File: config.mk
export PLATFORM = sky130hd
export DESIGN_NAME = ram_arbiter_flat
export DESIGN_NICKNAME = d
export VERILOG_FILES = /design/src/rtl/ram_arbiter_if.sv /design/src/rtl/ram_arbiter.sv /design/src/flat_wrapper.sv
export SDC_FILE = /design/constraint.sdc
export NUM_CORES = 1
export LEC_CHECK = 0
export CAP_MARGIN = 5
export CORE_AREA = 4 4 69 71
export CTS_CLUSTER_SIZE = 12
export DETAILED_ROUTE_END_ITERATION = 10
export DIE_AREA = 0 0 73 75
export PLACE_DENSITY_LB_ADDON = 0.08
export SETUP_SLACK_MARGIN = 0.05
export SYNTH_ARGS = -nofsm -noshare
export SYNTH_HDL_FRONTEND = slang
export SYNTH_SLANG_ARGS = --single-unit
File: constraint.sdc
create_clock -name clk -period 6 [get_ports clk]
set_clock_uncertainty 0.05 [all_clocks]
set_input_delay 1.2 -clock clk [delete_from_list [all_inputs] [get_ports clk]]
set_output_delay 1.2 -clock clk [all_outputs]
set_load 0.005 [all_outputs]
File: src/rtl/ram_arbiter_if.sv
// One requester's view of the shared RAM: request/write/lock bus plus
// grant and read-return signals.
interface ram_arbiter_if #(
  parameter int ADDR_W = 8,
  parameter int DATA_W = 16
);
  logic              req;
  logic              we;
  logic              lock;
  logic [ADDR_W-1:0] addr;
  logic [DATA_W-1:0] wdata;
  logic              gnt;
  logic              rvalid;
  logic [DATA_W-1:0] rdata;

  modport master (output req, we, lock, addr, wdata, input gnt, rvalid, rdata);
  modport slave  (input req, we, lock, addr, wdata, output gnt, rvalid, rdata);
endinterface

File: src/rtl/ram_arbiter.sv
// Round-robin arbiter with bounded lock bursts sharing one single-port
// synchronous-read RAM between two requesters.
//
// state | meaning
// IDLE  | no owner; tie goes to the port that did not win last
// OWN0  | port 0 holds a lock; keeps winning until burst limit with contention
// OWN1  | port 1 holds a lock; same rules mirrored
module ram_arbiter #(
  parameter int ADDR_W    = 8,
  parameter int DATA_W    = 16,
  parameter int MAX_BURST = 4
) (
  input  logic              clk,
  input  logic              rst,
  ram_arbiter_if.slave      p0,
  ram_arbiter_if.slave      p1,
  output logic              ram_w_en,
  output logic [ADDR_W-1:0] ram_r_addr,
  output logic [ADDR_W-1:0] ram_w_addr,
  output logic [DATA_W-1:0] ram_w_data,
  input  logic [DATA_W-1:0] ram_r_data
);
  localparam int CNT_W = $clog2(MAX_BURST + 1);
  localparam logic [CNT_W-1:0] CNT_MAX = CNT_W'(MAX_BURST);

  typedef enum logic [1:0] {IDLE, OWN0, OWN1} state_t;

  state_t           state, state_nxt;
  logic [CNT_W-1:0] cnt, cnt_nxt, cnt_inc;
  logic             last_winner, last_winner_nxt;
  logic             win0, win1;
  logic             rvalid0, rvalid1;
  logic             sel1;

  always_ff @(posedge clk or posedge rst) begin
    if (rst) begin
      state       <= IDLE;
      cnt         <= '0;
      last_winner <= 1'b1;
      rvalid0     <= 1'b0;
      rvalid1     <= 1'b0;
    end else begin
      state       <= state_nxt;
      cnt         <= cnt_nxt;
      last_winner <= last_winner_nxt;
      rvalid0     <= win0 & ~p0.we;
      rvalid1     <= win1 & ~p1.we;
    end
  end

  assign cnt_inc = (cnt == CNT_MAX) ? CNT_MAX : cnt + CNT_W'(1);

  always_comb begin
    win0            = 1'b0;
    win1            = 1'b0;
    state_nxt       = IDLE;
    cnt_nxt         = '0;
    last_winner_nxt = last_winner;

    case (state)
      OWN0: begin
        if (p0.req && (cnt < CNT_MAX || !p1.req)) win0 = 1'b1;
        else                                      win1 = p1.req;
      end
      OWN1: begin
        if (p1.req && (cnt < CNT_MAX || !p0.req)) win1 = 1'b1;
        else                                      win0 = p0.req;
      end
      default: begin
        if (p0.req && p1.req) begin
          win0 = last_winner;
          win1 = ~last_winner;
        end else begin
          win0 = p0.req;
          win1 = p1.req;
        end
      end
    endcase

    // Burst count restarts at 1 whenever ownership changes hands.
    if (win0) begin
      last_winner_nxt = 1'b0;
      if (p0.lock) begin
        state_nxt = OWN0;
        cnt_nxt   = (state == OWN0) ? cnt_inc : CNT_W'(1);
      end
    end else if (win1) begin
      last_winner_nxt = 1'b1;
      if (p1.lock) begin
        state_nxt = OWN1;
        cnt_nxt   = (state == OWN1) ? cnt_inc : CNT_W'(1);
      end
    end
  end

  // Idle cycles keep the bus pointed at the most recent winner.
  assign sel1 = win1 | (~win0 & last_winner);

  assign p0.gnt     = win0 & ~rst;
  assign p1.gnt     = win1 & ~rst;
  assign ram_w_en   = ((win0 & p0.we) | (win1 & p1.we)) & ~rst;
  assign ram_r_addr = sel1 ? p1.addr : p0.addr;
  assign ram_w_addr = ram_r_addr;
  assign ram_w_data = sel1 ? p1.wdata : p0.wdata;

  assign p0.rvalid = rvalid0;
  assign p1.rvalid = rvalid1;
  assign p0.rdata  = ram_r_data;
  assign p1.rdata  = ram_r_data;
endmodule

File: src/flat_wrapper.sv
// flat-port wrapper written by rule: the top's interface ports become plain ports
module ram_arbiter_flat 
#(
  parameter int ADDR_W    = 8,
  parameter int DATA_W    = 16,
  parameter int MAX_BURST = 4
)
  (clk, rst, ram_w_en, ram_r_addr, ram_w_addr, ram_w_data, ram_r_data, p0_req, p0_we, p0_lock, p0_addr, p0_wdata, p0_gnt, p0_rvalid, p0_rdata, p1_req, p1_we, p1_lock, p1_addr, p1_wdata, p1_gnt, p1_rvalid, p1_rdata);
  ram_arbiter_if #(.ADDR_W(ADDR_W), .DATA_W(DATA_W)) p0_i ();
  ram_arbiter_if #(.ADDR_W(ADDR_W), .DATA_W(DATA_W)) p1_i ();
  input  logic clk;
  input  logic rst;
  output logic ram_w_en;
  output logic [ADDR_W-1:0] ram_r_addr;
  output logic [ADDR_W-1:0] ram_w_addr;
  output logic [DATA_W-1:0] ram_w_data;
  input  logic [DATA_W-1:0] ram_r_data;
  input wire logic [$bits(p0_i.req)-1:0] p0_req;
  input wire logic [$bits(p0_i.we)-1:0] p0_we;
  input wire logic [$bits(p0_i.lock)-1:0] p0_lock;
  input wire logic [$bits(p0_i.addr)-1:0] p0_addr;
  input wire logic [$bits(p0_i.wdata)-1:0] p0_wdata;
  output wire logic [$bits(p0_i.gnt)-1:0] p0_gnt;
  output wire logic [$bits(p0_i.rvalid)-1:0] p0_rvalid;
  output wire logic [$bits(p0_i.rdata)-1:0] p0_rdata;
  input wire logic [$bits(p1_i.req)-1:0] p1_req;
  input wire logic [$bits(p1_i.we)-1:0] p1_we;
  input wire logic [$bits(p1_i.lock)-1:0] p1_lock;
  input wire logic [$bits(p1_i.addr)-1:0] p1_addr;
  input wire logic [$bits(p1_i.wdata)-1:0] p1_wdata;
  output wire logic [$bits(p1_i.gnt)-1:0] p1_gnt;
  output wire logic [$bits(p1_i.rvalid)-1:0] p1_rvalid;
  output wire logic [$bits(p1_i.rdata)-1:0] p1_rdata;
  assign p0_i.req = p0_req;
  assign p0_i.we = p0_we;
  assign p0_i.lock = p0_lock;
  assign p0_i.addr = p0_addr;
  assign p0_i.wdata = p0_wdata;
  assign p0_gnt = p0_i.gnt;
  assign p0_rvalid = p0_i.rvalid;
  assign p0_rdata = p0_i.rdata;
  assign p1_i.req = p1_req;
  assign p1_i.we = p1_we;
  assign p1_i.lock = p1_lock;
  assign p1_i.addr = p1_addr;
  assign p1_i.wdata = p1_wdata;
  assign p1_gnt = p1_i.gnt;
  assign p1_rvalid = p1_i.rvalid;
  assign p1_rdata = p1_i.rdata;
  ram_arbiter #(.ADDR_W(ADDR_W), .DATA_W(DATA_W), .MAX_BURST(MAX_BURST)) u_core (.clk(clk), .rst(rst), .p0(p0_i), .p1(p1_i), .ram_w_en(ram_w_en), .ram_r_addr(ram_r_addr), .ram_w_addr(ram_w_addr), .ram_w_data(ram_w_data), .ram_r_data(ram_r_data));
endmodule
* Word-level counts from Yosys, hierarchy flattened
Cells that the tools add are included. W data, S select, Z words.
Storage, ports and cells: register bits 8, bits of input ports 72, output and inout port bits 69, logic and storage cells 56
Operators by class: $add $sub $neg 1, magnitude comparators 1, equality and inequality tests 3, multiplexer cells 23, bitwise gates (word level) 15, reductions and logical operators 8
Operators by type and width (count):
- $mux W3 | 7
- $mux W16 | 1
- $mux W1 | 9
- $and A1 B1 Y1 | 8
- $mux W8 | 1
- $mux W2 | 3
- $not A1 Y1 | 5
- $pmux W1 S2 | 2
- $add A3 B1 Y3 const B | 1
- $eq A3 B3 Y1 const B | 1
- $logic_and A1 B1 Y1 | 3
- $lt A3 B3 Y1 const B | 1
- $eq A2 B1 Y1 const B | 1
- $eq A2 B2 Y1 const B | 1
- $logic_not A1 Y1 | 2
- $logic_or A1 B1 Y1 | 2
- $or A1 B1 Y1 | 2
- $reduce_bool A2 Y1 | 1

* Depth between registers and ports, before layout
Gate-level depths: netlist of the first run.
depth in word-level cells 9, depth in mapped cells 10, gate-level depth less buffers 7

* Worst setup path before layout of the first run
No wires, ideal clock.
path type input to output, start point input p1_req, end point output ram_w_addr[0], data arrival time 2533 ps, setup slack 2217 ps, stages 7, cells stage by stage or3b_1 o2111ai_2 a31o_1 buf_6 buf_12 mux2_4 buf_4
Between the ends: longest elaborated chain between the ends 9
Ends and longest elaborated chain:
- start: declaration | line flat_wrapper.sv:26 | input wire logic [$bits(p1_i.req)-1:0] p1_req;
- $logic_not A1 Y1 | line ram_arbiter.sv:62 | if (p0.req && (cnt < CNT_MAX || !p1.req)) win0 = 1'b1;
- $logic_or A1 B1 Y1 | line ram_arbiter.sv:62
- $logic_and A1 B1 Y1 | line ram_arbiter.sv:62
- $mux W1 | line ram_arbiter.sv:62
- $pmux W1 S2 | line ram_arbiter.sv:60 | case (state)
- $not A1 Y1 | line ram_arbiter.sv:97 | assign sel1 = win1 | (~win0 & last_winner);
- $and A1 B1 Y1 | line ram_arbiter.sv:97
- $or A1 B1 Y1 (*) | line ram_arbiter.sv:97
- $mux W8 (*) | line ram_arbiter.sv:102 | assign ram_r_addr = sel1 ? p1.addr : p0.addr;
- end: declaration | line flat_wrapper.sv:15 | output logic [ADDR_W-1:0] ram_w_addr;
Every way passes the cells marked *; elsewhere a longest branch is shown, timed or not.

* Final worst setup path of the first run
start point input p1_req, end point output ram_w_addr[7]
The elaborated chain is that of the path after synthesis.

==> results of run 1 <==
## flip-flops by register name (all words and copies together), names as in the netlist
signal,cells
u_core.last_winner,1
u_core.p1.rvalid,1
u_core.state,2
u_core.cnt,3
u_core.p0.rvalid,1
## power groups by stage
| stage | combinational (mW) | clock (mW) | sequential (mW) |
|---|---|---|---|
| after floorplan | 0.258 | 0 | 0.0728 |
| after global placement | 0.381 | 0 | 0.0745 |
| after detailed placement | 0.385 | 0 | 0.0745 |
| after CTS | 0.386 | 0.0691 | 0.0739 |
| after global routing | 0.407 | 0.0721 | 0.0754 |
| final | 0.378 | 0.0666 | 0.0738 |
## cell families after synthesis
group / count (synthesis) / synth area share [%]
buf+inv: 50 / 31.0
compound gates: 12 / 8.00
mux: 25 / 29.1
simple gates: 26 / 11.3
fa+ha+maj: 4 / 4.10
flops: 8 / 16.5
## cells in the mapped netlist (2+ instances only)
| master | instances | area share [%] |
|---|---|---|
| a21oi_1 | 2 | 0.82 |
| and2_1 | 3 | 1.5 |
| buf_12 | 2 | 3.3 |
| buf_4 | 40 | 25 |
| dfrtp_1 | 7 | 14 |
| ha_1 | 4 | 4.1 |
| inv_1 | 7 | 2.2 |
| mux2_2 | 4 | 3.7 |
| mux2_4 | 20 | 25 |
| nand2_1 | 7 | 2.2 |
| nand3_1 | 3 | 1.2 |
| nand3b_1 | 2 | 1.2 |
| nor2_1 | 4 | 1.2 |
| nor2b_1 | 3 | 1.5 |
| o21ai_2 | 2 | 1.4 |
## layout make-up
class / count / area [µm²] / share of cell area [%]
timing repair buffer: 93 / 928 / 48.7
multi-input combinational: 67 / 641 / 33.6
sequential: 8 / 201 / 10.6
tap: 52 / 65.1 / 3.41
clock buffer: 4 / 45.0 / 2.36
inverter: 7 / 26.3 / 1.38
## worst max-delay path by stage
stage                start            end  slack [ns]  depth (start not counted)
floorplan           p1_req  ram_w_addr[0]        2.22                          7
global placement    p1_req  ram_w_addr[7]        1.13                          7
detailed placement  p1_req  ram_w_addr[7]        1.09                          7
CTS                 p1_req  ram_w_addr[7]        1.08                          7
global route        p1_req  ram_r_addr[7]         1.0                          7
finish              p1_req  ram_w_addr[7]        1.10                          7
## per-layer routing
metal,routed length (µm),track usage [%],share of wire (%)
met1,1280,11.4,38
met2,1680,20.3,50
met3,368,4.14,11
met4,5,3.07,0.15
met5,0,0,0
## stage by stage
stage	hold WS, ns	setup WS (ns)	std cells	cell area [µm²]
global placement	0.478	1.13	227	1860
CTS	0.479	1.08	231	1910
floorplan	0.451	2.22	125	1220
detailed placement	0.471	1.09	227	1860
global route	0.532	0.996	231	1910
finish	0.479	1.10	231	1910
## placed cells by master, fill, tap and decap left out, types with 3 or more instances in the layout
cell type / count
and2_1: 3
clkbuf_8: 3
clkdlybuf4s50_1: 92
dfrtp_1: 7
ha_1: 4
inv_1: 7
mux2_2: 4
mux2_4: 20
nand2_1: 7
nand3_1: 3
nor2_1: 4
nor2b_1: 3
## worst max-delay path, stage by stage
cell and delay, ns:
clkdlybuf4s50_1 0.57, or3b_1 0.38, o2111ai_2 0.11, a31o_1 0.17
buf_4 0.37, mux2_2 0.39, clkdlybuf4s50_1 0.45
==> out/metrics.yaml, run 1 <==
layout:
  antenna_cells: 0
  nets: 256
  nFillCells: 398
  layout.core_utilization_pct: 45.0
  syn_to_final_growth_pct: 56.3
  layout-drive-gt1-share_pct: 17.9
drt:
  totalWireLength_um: 3330
  wire_per_inst_um: 14.4
  firstDrtPassIters: 4
  drtAntennaViolNets: 0
  vias: 1012
  vias_per_cell: 4.38
  drtIter0Drc: 5
  route.detailed.drc: 0
die:
  num_io_pins: 141
  die_w_um: 73
  start_util_pct: 28.8
  core_area_um2: 4230
  std_cell_rows: 24
  die_h_um: 75
  die_area_um2: 5480
global_route:
  grt_start_max_net_pins: 25
  grt.total_usage_pct: 10.9
  gr-total-overflow: 0
  antenna_found_initial: 0
  grt_pass1_wl_um: 4770
  grt_pass1_vias: 1044
power_and_ir_drop:
  sequentialPowerShare_pct: 14.2
  p_leak_nw: 0.827
  pwr-share-clk_pct: 12.8
  total_power_mw: 0.518
  comb_power_share_pct: 72.9
  p_int_mw: 0.363
  cellPowerDensity_nw_per_um2: 272
  worst_ir_drop_vdd_mv: 0.127
  switching_share_pct: 29.9
  switchingPower_mw: 0.155
worst_setup_path:
  rr_worst_depth: 6
  r2r-end: "u_core.cnt[1]"
  crit_type: "input port to output port"
  crit_path_end_kind: "output port"
  worst_ep_arrival_time_ns: 3.65
  worstPathRequired_ns: 4.75
  r2r_start: "u_core.state[0]"
  cp-start-kind: "input port"
  worstPathMaxFanout: 24
  r2r_setup_slack_ns: 4.13
sta:
  fin_tns_setup_ns: 0
  slew_violations: 0
  setup_viol_count_final: 0
  relSlewSlack_pct: 73.0
  post-route-period-util_pct: 81.7
  fmax_ghz: 0.204
  tightest_slew_ns: 0.406
  finalCriticalPeriod_ns: 4.90
  finalHoldViolations: 0
  rsz0062_at_grt: "false"
status:
  status: "finished, final reports clean"
yosys:
  synth_fp_nets: 201
  seq_area_frac_synth_pct: 16.5
  netlist_area_um2: 1220
  yosys_register_bits: 8
  avgSynthCellArea_um2: 9.76
  synth_cell_types: 30
  synth_edf_count: 0
  yosys_warnings: 0
  async_flop_share_pct: 100
  synth_cells: 125
  synth_top_flop_cell: "dfrtp_1"
min_path:
  hold_start: "u_core.last_winner"
  whs_endpoint: "u_core.last_winner"
  whs_path_depth: 2
  min_path_type: "flip-flop to flip-flop"
clock_tree:
  clk_latency_ns: 0.23
  hold_buffers: 0
  post_cts_buffers: 0
  clk_pin_slew_ns: 0.04
  cts_buffer_depth: 2
  root_buffer: "clkbuf_8"
  ctsResizeCount: 0
  cts_tree: "built"
  cts_htree_levels: 1
  numCtsBuffers: 3
  clkSinkCount: 8
place:
  numPortBuffers: 92
  gp_congestion: 0.734
  dp_hpwl_um: 2840
job:
  maxCapViolations: 0
Note: power is estimated with default switching activity, not from simulation.
==> run 2, diff against run 1 <==
Settings changed: CORE_AREA 4 4 69 71 to 4 4 72 74, DIE_AREA 0 0 73 75 to 0 0 76 78.
Clock period 6 ns to 4.9 ns, I/O delays scaled along.
==> run 2 against run 1 <==
Worst setup slack got worse by 0.54 ns. Cell count increased by 0.87%. Non-clock buffer count unchanged. Count of clock-buffer cells in the layout unchanged. Critical path depth unchanged. Via count increased by 1.1%. Total power increased by 26%. Sequential share of layout area decreased by 0.083 points. Hold slack got worse by 0.0010 ns. Global-route usage increased by 0.55 points. Die area increased by 8.3%. Sequential power increased by 23%. Critical path type unchanged. Critical endpoint is now ram_r_addr[7]. Largest cell class unchanged. Highest routed layer unchanged.
==> out/metrics.yaml, run 2 (synthesis gave the netlist of run 1 again) <==
power_and_ir_drop:
  cellPowerDensity_nw_per_um2: 339  # +25%
  pwr-share-clk_pct: 12.9  # about the same
  p_leak_nw: 0.831  # +0.55%
  p_int_mw: 0.454  # +25%
  sequentialPowerShare_pct: 13.9  # -0.3 points
  switching_share_pct: 30.3  # +0.39 points
  comb_power_share_pct: 73.2  # +0.3 points
  worst_ir_drop_vdd_mv: 0.220  # +74%
  switchingPower_mw: 0.198  # +27%
worst_setup_path:
  cp.buffers_inverters: 3  # unchanged
  max_stage_delay_ns: 0.56  # about the same
  worstPathMaxFanout: 24  # unchanged
  cp_top_family: "buffers and inverters"
  crit_path_end_kind: "output port"
  worst_ep_arrival_time_ns: 3.31  # -0.34 ns
  cp_cell_sequence: "clkdlybuf4s50_1, or3b_1, o2111ai_2, a31o_1, buf_12, mux2_2, clkdlybuf4s50_1"
  worstPathRequired_ns: 3.87  # -0.88 ns
  cp_slowest_cell: "clkdlybuf4s50_1"
  cpMostUsedCell: "clkdlybuf4s50_1"
  cp-start-kind: "input port"
  crit_type: "input port to output port"
clock_tree:
  root_buffer: "clkbuf_8"
  ctsResizeCount: 0  # unchanged
  cts_buffer_depth: 2  # unchanged
  clk_pin_slew_ns: 0.04  # about the same
  clkSinkCount: 8  # unchanged
  post_cts_buffers: 0  # unchanged
  cts_tree: "built"
  hold_buffers: 0  # unchanged
  cts_htree_levels: 1  # unchanged
  numCtsBuffers: 3  # unchanged
  clk_latency_ns: 0.23  # about the same
job:
  maxCapViolations: 0  # unchanged
drt:
  wire_per_inst_um: 15.4  # +7.1%
  drtIter0Drc: 14  # +9
  drtAntennaViolNets: 0  # unchanged
  route.detailed.drc: 0  # unchanged
  vias: 1023  # +1.1%
  totalWireLength_um: 3600  # +8.1%
  vias_per_cell: 4.39  # +0.22%
  firstDrtPassIters: 4  # unchanged
layout:
  final_cell_mix: "92 x clkdlybuf4s50_1, 20 x mux2_4, 7 x inv_1, 7 x nand2_1, 7 x dfrtp_1"
  layout-drive-gt1-share_pct: 17.9  # unchanged
  antenna_cells: 0  # unchanged
  top_regs: "u_core.cnt x3, u_core.state x2"
  nets: 256  # unchanged
  fin_area_um2: 1920  # +0.79%
  final_common_cell: "clkdlybuf4s50_1"
  fin_cells: 233  # +0.87%
  regMostFlops: "u_core.cnt"
  syn_to_final_growth_pct: 57.5
  largest_reg_flops: 3  # unchanged
sta:
  finalCriticalPeriod_ns: 4.34
  fin_tns_setup_ns: 0  # unchanged
  fmax_ghz: 0.231
  post-route-period-util_pct: 88.5
  relSlewSlack_pct: 74.8  # +1.8 points
  slew_violations: 0  # unchanged
  tightest_slew_ns: 0.378  # -0.0275 ns
  finalHoldViolations: 0  # unchanged
  setup_viol_count_final: 0  # unchanged
  rsz0062_at_grt: "false"
die:
  std_cell_rows: 25  # +4.2%
  die_h_um: 78  # +4.0%
  die_w_um: 76  # +4.1%
  start_util_pct: 26.5  # -2.3 points
  core_area_um2: 4600  # +8.6%
  die_area_um2: 5930  # +8.3%
  num_io_pins: 141  # unchanged
global_route:
  grt_pass1_vias: 1051  # +0.67%
  gr-total-overflow: 0  # unchanged
  grt_pass1_wl_um: 5530  # +16%
  grt_start_max_net_pins: 25  # unchanged
  grt.total_usage_pct: 11.4  # +0.55 points
  antenna_found_initial: 0  # unchanged
status:
  status: "finished, final reports clean"
place:
  place_inst: 229  # +0.88%
  placed_cell_area_um2: 1880  # +0.81%
  dp_hpwl_um: 3080  # +8.5%
  numPortBuffers: 92  # unchanged
  gp_congestion: 0.720  # -1.9%
min_path:
  min_path_type: "flip-flop to flip-flop"
run 2: cell counts in the layout (fill, tap and decap cells not counted):
Identical to the previous run, type by type.
run 2: worst paths after layout:
kind                                    start            endpoint  slack [ns]  depth (start not counted)
min reg2reg                u_core.last_winner  u_core.last_winner        0.48                          2
min                        u_core.last_winner  u_core.last_winner        0.48                          2
max                                    p1_req       ram_r_addr[7]        0.56                          7
min in group asynchronous                 rst       u_core.cnt[1]        1.00                          2
max in group asynchronous                 rst  u_core.last_winner        3.50                          2
max reg2reg                   u_core.state[1]       u_core.cnt[1]        3.02                          7
run 2: layout make-up:
| class | instances | area, µm² |
|---|---|---|
| multi-input combinational | 67 | 641 |
| timing repair buffer | 93 | 941 |
| inverter | 7 | 26.3 |
| sequential | 8 | 201 |
| fill | 465 | 2680 |
| clock buffer | 4 | 45.0 |
| tap | 54 | 67.6 |
run 2: routing by layer:
| layer | GRT usage, % | wire, µm | vias to the layer above |
|---|---|---|---|
| met4 | 2.85 | 40 | 0 |
| met3 | 4.29 | 330 | 11 |
| li1 | - | - | 486 |
| met5 | 0 | 0 | - |
| met1 | 11.6 | 1230 | 469 |
| met2 | 21.7 | 1990 | 57 |
run 2: power by group through the flow:
stage	clock network [mW]	registers, mW	logic (mW)
final	0.0839	0.0907	0.477
after global routing	0.0924	0.0927	0.510
after CTS	0.0871	0.0907	0.486
after detailed placement	0	0.0919	0.484
after global placement	0	0.0910	0.483
after floorplan	0	0.0892	0.316
run 2: worst min-delay path: stages (launching register included):
cell,delay (ns)
dfstp_2,0.38
nor2_1,0.10
nor2_1,0.04
run 2: through the flow:
step           power (mW)  setup slack [ns]  hold WS (ns)  util, %
2_1_floorplan       0.406              1.56         0.451        -
3_3_place_gp        0.574             0.599         0.470     40.8
3_5_place_dp        0.576             0.567         0.474     40.8
4_1_cts             0.664             0.559         0.480     41.8
5_1_grt             0.695             0.445         0.508     41.8
6_report            0.652             0.562         0.478     41.8
==> run 3, diff against run 2 <==
Settings changed: CORE_AREA 4 4 72 74 to 10 10 78 80, DIE_AREA 0 0 76 78 to 0 0 88 90.
==> run 3 against run 2 <==
Sequential cell count did not move. Combinational power about the same. Final area did not move. Hold slack gained 0.0075 ns. Largest cell class unchanged. Largest power group unchanged. Critical endpoint unchanged. Core utilization is the same. Critical path depth unchanged.
==> out/metrics.yaml, run 3 (synthesis gave the netlist of run 1 again) <==
layout:
  multi_input_area_um2: 641  # unchanged
  top_regs: "u_core.cnt x3, u_core.state x2"
  fin_cells: 233  # unchanged
  layout.core_utilization_pct: 41.8  # unchanged
  largest_reg_flops: 3  # unchanged
  final_cell_mix: "92 x clkdlybuf4s50_1, 20 x mux2_4, 7 x inv_1, 7 x nand2_1, 7 x dfrtp_1"
  nFillCells: 446  # -4.1%
  antenna_cells: 0  # unchanged
  final_common_cell: "clkdlybuf4s50_1"
  layout-drive-gt1-share_pct: 17.9  # unchanged
  nets: 256  # unchanged
  regMostFlops: "u_core.cnt"
  syn_to_final_growth_pct: 57.5  # unchanged
  register_area_um2: 201  # unchanged
status:
  status: "finished, final reports clean"
die:
  start_util_pct: 26.5  # unchanged
  core_area_um2: 4600  # unchanged
  die_area_um2: 7920  # +34%
  die_w_um: 88  # +16%
  std_cell_rows: 25  # unchanged
  num_io_pins: 141  # unchanged
  die_h_um: 90  # +15%
drt:
  wire_per_inst_um: 17.9  # +16%
  drtIter0Drc: 19  # +5
  drtAntennaViolNets: 0  # unchanged
  route.detailed.drc: 0  # unchanged
  vias_per_cell: 4.43  # +0.88%
  totalWireLength_um: 4170  # +16%
  vias: 1032  # +0.88%
  firstDrtPassIters: 6  # +2
power_and_ir_drop:
  cellPowerDensity_nw_per_um2: 341  # +0.64%
  worst_ir_drop_vdd_mv: 0.206  # -6.3%
  p_leak_nw: 0.831  # unchanged
clock_tree:
  numCtsBuffers: 3  # unchanged
  cts_tree: "built"
  clkSinkCount: 8  # unchanged
  post_cts_buffers: 0  # unchanged
  clk_latency_ns: 0.23  # about the same
  root_buffer: "clkbuf_8"
  cts_htree_levels: 1  # unchanged
  ctsResizeCount: 0  # unchanged
  cts_buffer_depth: 2  # unchanged
  clk_pin_slew_ns: 0.04  # about the same
  hold_buffers: 0  # unchanged
sta:
  post-route-period-util_pct: 88.6  # +0.097 points
  finalCriticalPeriod_ns: 4.34  # +0.00474 ns
  fin_tns_setup_ns: 0  # unchanged
  setup_viol_count_final: 0  # unchanged
  fmax_ghz: 0.230  # -0.11%
  tightest_slew_ns: 0.436  # +0.0583 ns
  finalHoldViolations: 0  # unchanged
  slew_violations: 0  # unchanged
  relSlewSlack_pct: 70.9  # -3.9 points
  rsz0062_at_grt: "false"
  fin_ws_ns: 0.558  # -0.00474 ns
min_path:
  min_path_type: "flip-flop to flip-flop"
place:
  numPortBuffers: 92  # unchanged
  dp_hpwl_um: 3600  # +17%
  gp_congestion: 0.736  # +2.2%
  place_inst: 229  # unchanged
  dp_slack_ns: 0.552  # -0.0156 ns
global_route:
  grt.total_usage_pct: 9.50  # -1.9 points
  grt_pass1_vias: 1075  # +2.3%
  gr-total-overflow: 0  # unchanged
  grt_start_max_net_pins: 25  # unchanged
  antenna_found_initial: 0  # unchanged
  grt_pass1_wl_um: 6120  # +11%
worst_setup_path:
  cp_top_family: "buffers and inverters"
  max_stage_delay_ns: 0.56  # about the same
  cp_cell_sequence: "clkdlybuf4s50_1, or3b_1, o2111ai_2, a31o_1, buf_12, mux2_2, clkdlybuf4s50_1"
  worst_ep_arrival_time_ns: 3.31  # about the same
  r2r_setup_slack_ns: 3.04  # +0.02 ns
  cp_slowest_cell: "clkdlybuf4s50_1"
  cp.buffers_inverters: 3  # unchanged
  worstPathMaxFanout: 24  # unchanged
  crit_path_end_kind: "output port"
  crit_type: "input port to output port"
  worstPathRequired_ns: 3.87  # about the same
  cp-start-kind: "input port"
  cpMostUsedCell: "clkdlybuf4s50_1"
job:
  maxCapViolations: 0  # unchanged
==> run 3: power breakdown <==
group	internal (mW)	switching (mW)	total, mW
registers	0.0812	0.00909	0.0903
clock network	0.0567	0.0289	0.0855
logic	0.317	0.163	0.480
total	0.455	0.201	0.656
==> run 3: area by class of cell <==
class / count / share of cell area, %
tap: 54 / 3.52
inverter: 7 / 1.37
sequential: 8 / 10.5
clock buffer: 4 / 2.34
timing repair buffer: 93 / 49.0
multi-input combinational: 67 / 33.3
==> run 3: path summary, 6_finish.rpt <==
kind | start | end | cells past startpoint
max | p1_req | ram_r_addr[7] | 7
min | u_core.last_winner | u_core.last_winner | 2
max reg2reg | u_core.state[0] | u_core.cnt[1] | 6
min reg2reg | u_core.last_winner | u_core.last_winner | 2
max in group asynchronous | rst | u_core.last_winner | 2
min in group asynchronous | rst | u_core.state[0] | 2
==> run 3: tightest hold or removal path, delay by kind of cell (launching register included) <==
family,cells,cell delay (ns)
and+or+nand+nor,2,0.14
DFF,1,0.38
==> run 3: through the flow <==
stage	cell area (µm²)	hold WS (ns)	power, mW
2_1_floorplan	1220	0.451	0.406
3_3_place_gp	1880	0.472	0.578
3_5_place_dp	1880	0.485	0.581
4_1_cts	1920	0.492	0.669
5_1_grt	1920	0.533	0.698
6_report	1920	0.485	0.656
==> run 3: metal layers <==
layer  global-route usage, %  wire length [µm]
met1                    9.65              1470
met2                    17.6              2180
met3                    3.79               479
met4                    1.60                38
met5                       0                 0
